### src/rtl/seq_divider_ctrl_pkg.sv
// seq_divider_ctrl_pkg: shared FSM encodings, iteration bound and defaults for the divider
package seq_divider_ctrl_pkg;
  localparam int unsigned DIV_WIDTH = 8;
  localparam logic [1:0] S_IDLE = 2'd0;
  localparam logic [1:0] S_ITER = 2'd1;
  localparam logic [1:0] S_DONE = 2'd2;
  localparam logic [2:0] ITER_LAST = 3'd7;
  localparam logic [DIV_WIDTH-1:0] DZ_QUOT_DEF = 8'hFF;
endpackage

### src/rtl/seq_divider_ctrl_sub.sv
// eight_bit_subtracter: diff=a-b; c_out=1 when no borrow (a>=b); ports a,b in, diff,c_out out
module eight_bit_subtracter (
  input  logic [7:0] a,
  input  logic [7:0] b,
  output logic [7:0] diff,
  output logic       c_out
);
  assign {c_out, diff} = {1'b0, a} + {1'b0, ~b} + 9'd1;
endmodule

### src/rtl/seq_divider_ctrl.sv
// seq_divider_ctrl: 8-bit restoring divider FSM; start/busy/done handshake, quotient/remainder/div_by_zero outputs
module seq_divider_ctrl
  import seq_divider_ctrl_pkg::*;
#(
  parameter int unsigned WIDTH = DIV_WIDTH,
  parameter logic [WIDTH-1:0] DZ_QUOT = DZ_QUOT_DEF
) (
  input  logic             clk,
  input  logic             rst,
  input  logic             start,
  input  logic [WIDTH-1:0] dividend,
  input  logic [WIDTH-1:0] divisor,
  output logic             busy,
  output logic             done,
  output logic [WIDTH-1:0] quotient,
  output logic [WIDTH-1:0] remainder,
  output logic             div_by_zero
);
  logic [1:0] state_q, state_d;
  logic [2:0] cnt_q, cnt_d;
  logic [WIDTH-1:0] q_q, q_d, r_q, r_d, d_q, d_d, quot_q, quot_d, rem_q, rem_d;
  logic dz_q, dz_d;
  logic [WIDTH-1:0] t, diff;
  logic c_out;
  assign t = {r_q[WIDTH-2:0], q_q[WIDTH-1]};
  eight_bit_subtracter u_sub (.a(t), .b(d_q), .diff(diff), .c_out(c_out));
  always_comb begin
    state_d = state_q;
    cnt_d = cnt_q;
    q_d = q_q;
    r_d = r_q;
    d_d = d_q;
    quot_d = quot_q;
    rem_d = rem_q;
    dz_d = dz_q;
    if (state_q == S_IDLE && start && divisor != '0) begin
      q_d = dividend;
      d_d = divisor;
      r_d = '0;
      cnt_d = ITER_LAST;
      dz_d = 1'b0;
      state_d = S_ITER;
    end else if (state_q == S_IDLE && start) begin
      quot_d = DZ_QUOT;
      rem_d = dividend;
      dz_d = 1'b1;
      state_d = S_DONE;
    end else if (state_q == S_ITER) begin
      r_d = c_out ? diff : t;
      q_d = {q_q[WIDTH-2:0], c_out};
      cnt_d = cnt_q - 3'd1;
      quot_d = cnt_q == '0 ? q_d : quot_q;
      rem_d = cnt_q == '0 ? r_d : rem_q;
      state_d = cnt_q == '0 ? S_DONE : S_ITER;
    end else if (state_q == S_DONE) begin
      state_d = S_IDLE;
    end
  end
  always_ff @(posedge clk) begin
    if (rst) begin
      state_q <= S_IDLE;
      cnt_q <= '0;
      q_q <= '0;
      r_q <= '0;
      d_q <= '0;
      quot_q <= '0;
      rem_q <= '0;
      dz_q <= 1'b0;
    end else begin
      state_q <= state_d;
      cnt_q <= cnt_d;
      q_q <= q_d;
      r_q <= r_d;
      d_q <= d_d;
      quot_q <= quot_d;
      rem_q <= rem_d;
      dz_q <= dz_d;
    end
  end
  assign busy = state_q != S_IDLE;
  assign done = state_q == S_DONE;
  assign quotient = quot_q;
  assign remainder = rem_q;
  assign div_by_zero = dz_q;
endmodule

### config.mk
export PLATFORM = sky130hd
export DESIGN_NAME = seq_divider_ctrl
export DESIGN_NICKNAME = d
export VERILOG_FILES = /design/src/rtl/seq_divider_ctrl_pkg.sv /design/src/rtl/seq_divider_ctrl_sub.sv /design/src/rtl/seq_divider_ctrl.sv
export SDC_FILE = /design/constraint.sdc
export NUM_CORES = 1
export LEC_CHECK = 0
export ABC_AREA = 1
export CAP_MARGIN = 10
export CORE_MARGIN = 5
export CORE_UTILIZATION = 50
export DETAILED_ROUTE_END_ITERATION = 6
export PLACE_DENSITY = 0.75
export SLEW_MARGIN = 25
export SYNTH_ARGS = -nofsm -noshare
export SYNTH_HDL_FRONTEND = slang
export SYNTH_SLANG_ARGS = --single-unit
### constraint.sdc
create_clock -name clk -period 2.3 [get_ports clk]
set_input_delay 0.345 -clock clk [delete_from_list [all_inputs] [get_ports clk]]
set_output_delay 0.345 -clock clk [all_outputs]
set_load 0.1 [all_outputs]
### Word level (Yosys, flattened, before mapping)

Index checks and enable logic that the tools add are counted.

* bits in registers: 45
* input bits: 19
* output and inout port bits: 19
* logic and storage cells: 51

* $add $sub $neg: 3
* equal/unequal tests: 3
* mux-type cells: 18
* bitwise gates (word level): 3
* reductions and logical operators: 15

Operators by type and width (number)
* $mux W8: 10
* $add A8 B8 Y9: 1
* $add A9 B1 Y9 const B: 1
* $mux W3: 3
* $mux W2: 4
* $not A8 Y8: 1
* $reduce_bool A2 Y1: 4
* $reduce_bool A8 Y1: 1
* $reduce_and A2 Y1: 2
* $reduce_bool A4 Y1: 1
* $logic_not A3 Y1: 1
* $reduce_and A3 Y1: 1
* $reduce_bool A3 Y1: 1
* $sub A3 B1 Y3 const B: 1
* $eq A2 B1 Y1 const B: 1
* $eq A2 B2 Y1 const B: 1
* $logic_and A1 B1 Y1: 2
* $logic_not A2 Y1: 1
* $ne A2 B1 Y1 const B: 1
* $not A1 Y1: 2
* $reduce_or A2 Y1: 1
* $mux W1: 1

### Depth between registers and ports, before layout

* word-level depth: 7
* mapped depth: 14
* depth with buffers taken out: 14

### Modules after synthesis

From an unflattened synthesis, not the netlist that was laid out.

* cell total of the unflattened synthesis: 370
* area total of the unflattened synthesis: 2441.1 um^2

By module, submodules not included
* seq_divider_ctrl: instances 1, cells each 295, area each 2035.7 um^2, sequential area each 900.9 um^2
* eight_bit_subtracter: instances 1, cells each 75, area each 405.4 um^2, sequential area each 0.0 um^2

### Least setup slack after synthesis

OpenSTA, ideal clock, no wires.

* path kind: register to output
* start: register state_q[1]
* end: output port done
* arrival: 1.635 ns
* data required time: 1.955 ns
* slack: 0.320 ns
* cell stages (with the launch flop): 3
* buffers on the path: 0
* path through: dfxtp_1 > inv_2 > nor2_1

* cells in the longest elaborated chain, start to end: 1

Ends and longest elaborated chain
* start, declared: RTL line seq_divider_ctrl.sv:19 `logic [1:0] state_q, state_d;`
* start signal, assigned: RTL line seq_divider_ctrl.sv:70 `state_q <= state_d;`
* $eq A2 B2 Y1: RTL line seq_divider_ctrl.sv:81 `assign done = state_q == S_DONE;`
* end, declared: RTL line seq_divider_ctrl.sv:14 `output logic done,`

No other way between the ends.

### Final worst setup path

* start: register q_q[7]
* end: register r_q[3]

* cells in the longest elaborated chain, start to end: 3

Ends and longest elaborated chain
* start, declared: RTL line seq_divider_ctrl.sv:21 `logic [WIDTH-1:0] q_q, q_d, r_q, r_d, d_q, d_d, quot_q, quot_d, rem_q, rem_d;`
* start signal, assigned: RTL line seq_divider_ctrl.sv:72 `q_q <= q_d;`
* $add A8 B8 Y9: RTL line seq_divider_ctrl_sub.sv:8 `assign {c_out, diff} = {1'b0, a} + {1'b0, ~b} + 9'd1;`
* $add A9 B1 Y9: RTL line seq_divider_ctrl_sub.sv:8
* $mux W8: RTL line seq_divider_ctrl.sv:49 `r_d = c_out ? diff : t;`
* end signal, assigned: RTL line seq_divider_ctrl.sv:73 `r_q <= r_d;`
* end, declared: RTL line seq_divider_ctrl.sv:21

No other way between the ends.
A chain may end at the register's enable or synchronous reset.

==> impl_results.rst <==
.. list-table::
   :header-rows: 1

   * - Metric
     - Value
   * - Status
     - finished clean
   * - Final hold violation count
     - 0
   * - Average instance area after synthesis
     - 7.366 sq um
   * - Filler cells
     - 453
   * - Flop-to-flop setup slack
     - 0.21 ns
   * - Maxcap violations
     - 0
   * - Die width
     - 80.46 microns
   * - Clock transition at the registers of the reported paths
     - 0.08 ns
   * - Data required time of the critical path
     - 2.49 ns
   * - Number of antenna cells inserted
     - 0
   * - Slew at the pin closest to its max-slew limit
     - 0.4255 ns
   * - Post-route DRC violation count
     - 0
   * - Share of flip-flops with an asynchronous set or reset
     - 0%
   * - GRT Total Usage
     - 19.16%
   * - WHS Path Cells
     - 2
   * - Cell types occupying the most area after synthesis
     - sky130_fd_sc_hd__dfxtp_1 (36%), sky130_fd_sc_hd__nand2_1 (12%), sky130_fd_sc_hd__a21oi_1 (6.9%)
   * - Post-DRT Antenna Nets
     - 0
   * - Area of the core
     - 4786 sq um
   * - Pin count of the biggest net entering global routing
     - 29
   * - Dpl hpwl
     - 4309 microns
   * - Post-CTS Resized
     - 0
   * - Combined flip-flop and latch cell area
     - 900.9 sq um
   * - # setup viols final
     - 0
   * - Number of rows in the core area
     - 25
   * - Final WL
     - 5750 microns
   * - Type of element launching the critical path
     - flop
   * - Global-route wire length before repair
     - 9673 microns
   * - Max rail drop VDD
     - 0.4807 mV
   * - Share of post-route cells with drive strength above 1
     - 20.05%
   * - Final worst path period share
     - 91.04%
   * - Unique masters post-synth
     - 33
   * - Source-to-sink clock delay at the later pin of the worst-skew pair
     - 0.29 ns
   * - Area overhead of the layout relative to synthesis
     - 17.39%
   * - Crit path DAT
     - 2.28 ns
   * - Clk Tree Root Cell
     - sky130_fd_sc_hd__clkbuf_8
   * - Antenna violations before repair
     - 0
   * - Total area of multi-input combinational cells
     - 1260 sq um
   * - Hold buffers post-CTS
     - 0
   * - Count of state elements after synthesis
     - 45
   * - Weighted congestion at the end of routability-driven global placement
     - 0.9431
   * - DRT Pass-1 Iters
     - 4
   * - Endpoint of the worst hold path
     - d_q[2]$_SDFFE_PP0P_
   * - Number of instances in the synthesized netlist
     - 337
   * - Minimum clock period
     - 2.094 ns
   * - Leakage component of the power
     - 1.386 nW
   * - Mean routed wirelength per cell
     - 13.04 microns
   * - First DRT Iteration DRCs
     - 213
   * - Worst Path Class, Setup
     - reg -> reg
   * - Max Freq
     - 477.6 MHz
   * - Power, Total
     - 2.541 mW
   * - Count of cells along the worst register-to-register path
     - 13
   * - Buffers on Ports
     - 37
   * - Launch point of the worst hold path
     - d_q[2]$_SDFFE_PP0P_
   * - Worst min path class
     - reg -> reg
   * - Final-layout setup total negative slack
     - 0 ns
   * - Total via count after detailed routing
     - 2233
   * - Worst-path maximum fanout
     - 13
   * - Share of the yosys chip area belonging to registers
     - 36.29%
   * - CTS Buf Count
     - 5
   * - Worst clock skew
     - 0.006638 ns
   * - NumNets Final
     - 405
   * - Category of the worst setup path capture point
     - flop
   * - Total count of max-transition violations in the final report
     - 0
   * - Reg-to-Reg End
     - r_q[3]$_SDFFE_PP0P_
   * - Io pins
     - 38
   * - Via-to-Cell Ratio
     - 5.063
   * - Most used DFF post-synth
     - sky130_fd_sc_hd__dfxtp_1
   * - Warnings, synthesis
     - 0
   * - Post-CTS repair timing setup buffer count
     - 0
   * - Clock sink count
     - 45
   * - Number of H-tree levels
     - 2
   * - Hold WS
     - 0.4615 ns
   * - Effective utilization at floorplan
     - 51.87%
   * - Via count of the first global-routing pass
     - 2168
   * - Power density over the cells
     - 871.8 nW/um^2
   * - Largest area contributor in the netlist
     - sky130_fd_sc_hd__dfxtp_1
   * - Reg2Reg Launch Point
     - q_q[7]$_SDFFE_PP0P_
   * - Overall die area
     - 6474 sq um
   * - Unrepaired setup endpoints after global routing
     - no
   * - Number of nets produced by synthesis
     - 367
   * - Vertical die dimension
     - 80.46 microns
   * - Number of synthesized flops with an enable pin
     - 0
   * - Proportion of netlist area held by the largest area contributor
     - 36.29%
   * - Grt total ovfl
     - 0
   * - Post-synthesis instance area
     - 2482 sq um
   * - Maximum clock path buffer count
     - 2
   * - Worst max-slew margin expressed relative to the limit
     - 71.54%
   * - Clock tree from TritonCTS
     - yes
cell type report:
type	instances	area share, %
Timing Repair Buffer	43	12.62
Multi-Input combinational cell	220	43.24
Clock inverter	1	0.1717
Clock buffer	5	2.362
Tap cell	67	2.877
Inverter	60	7.815
Sequential cell	45	30.91
cells in the mapped netlist (all sizes together), types with 2 or more instances:
cell / instances
a21oi: 35
a31oi: 9
buf: 10
clkbuf: 2
dfxtp: 45
ha: 10
inv: 59
nand2: 89
nand3: 16
nand3b: 2
nor2: 19
o21ai: 28
o221ai: 7
cell usage in the layout, fill, tap and decap left out, types with 2 or more instances in the layout:
master                            count
sky130_fd_sc_hd__clkbuf_8             5
sky130_fd_sc_hd__inv_1               44
sky130_fd_sc_hd__buf_4               25
sky130_fd_sc_hd__nand2_4              4
sky130_fd_sc_hd__inv_2               14
sky130_fd_sc_hd__a31oi_1              9
sky130_fd_sc_hd__nand3_2              3
sky130_fd_sc_hd__nand3_1             13
sky130_fd_sc_hd__o221ai_2             7
sky130_fd_sc_hd__o21ai_0             20
sky130_fd_sc_hd__nand3b_1             2
sky130_fd_sc_hd__clkdlybuf4s50_1     18
sky130_fd_sc_hd__nand2_1             78
sky130_fd_sc_hd__a21oi_1             34
sky130_fd_sc_hd__o21ai_2              4
sky130_fd_sc_hd__nand2_2              7
sky130_fd_sc_hd__o21ai_1              4
sky130_fd_sc_hd__dfxtp_1             45
sky130_fd_sc_hd__nor2_1              16
sky130_fd_sc_hd__ha_1                10
flip-flops by register name (all words and copies together) (netlist names):
name / cells
cnt_q: 3
d_q: 8
div_by_zero: 1
q_q: 8
quotient: 8
r_q: 7
remainder: 8
state_q: 2
worst max-delay path: stages, from the launching register on:
cell and delay, ns:
sky130_fd_sc_hd__dfxtp_1 0.34, sky130_fd_sc_hd__inv_1 0.06, sky130_fd_sc_hd__ha_1 0.23, sky130_fd_sc_hd__fa_1 0.40
sky130_fd_sc_hd__inv_1 0.10, sky130_fd_sc_hd__nand3_2 0.09, sky130_fd_sc_hd__nand2_4 0.10, sky130_fd_sc_hd__nand2_4 0.05
sky130_fd_sc_hd__nand2_4 0.16, sky130_fd_sc_hd__inv_1 0.13, sky130_fd_sc_hd__nand2_1 0.09, sky130_fd_sc_hd__nand2_2 0.06
sky130_fd_sc_hd__o21ai_1 0.11, sky130_fd_sc_hd__inv_1 0.05
layer usage:
metal,share of wire [%],up-vias,global-route usage [%]
met2,44,49,29.06
met5,0,-,0
met1,49,1014,26.00
li1,-,1159,-
met4,1.5,0,7.432
met3,5.0,11,4.821
worst max path at each step:
stage	start	endpoint	slack (ns)	cells past startpoint
detailed placement	q_q[7]$_SDFFE_PP0P_	r_q[3]$_SDFFE_PP0P_	0.24	13
floorplan	state_q[1]$_SDFFE_PP0P_	done	0.32	2
CTS	q_q[7]$_SDFFE_PP0P_	r_q[3]$_SDFFE_PP0P_	0.22	13
global placement	q_q[7]$_SDFFE_PP0P_	r_q[3]$_SDFFE_PP0P_	0.31	13
finish	q_q[7]$_SDFFE_PP0P_	r_q[3]$_SDFFE_PP0P_	0.21	13
global route	q_q[7]$_SDFFE_PP0P_	r_q[3]$_SDFFE_PP0P_	0.05	13
kinds of logic (layout without fill, tap and decap cells):
| family | Yosys count | in the layout | share of synthesized area (%) |
|---|---|---|---|
| compound gates | 81 | 81 | 20.56 |
| fa+ha+maj | 11 | 11 | 5.847 |
| flops | 45 | 45 | 36.29 |
| simple gates | 127 | 127 | 23.99 |
| xor+xnor | 1 | 1 | 0.3529 |
| buf+inv | 72 | 109 | 12.95 |
through the flow:
stage          worst slack, ns  instances  instance area, sq um  utilization (%)
5_1_grt                0.04794        441                  2914            60.89
3_3_place_gp            0.3120        435                  2840            59.35
3_5_place_dp            0.2426        435                  2840            59.35
4_1_cts                 0.2191        441                  2914            60.89
6_report                0.2062        441                  2914            60.89
2_1_floorplan           0.3204        337                  2482                -
report_power, final:
part / internal, mW / switching, mW / total, mW
Combinational: 0.346 / 0.823 / 1.17
Clock: 0.200 / 0.247 / 0.447
Sequential: 0.868 / 0.0556 / 0.924
(Power assumes the default switching activity.)
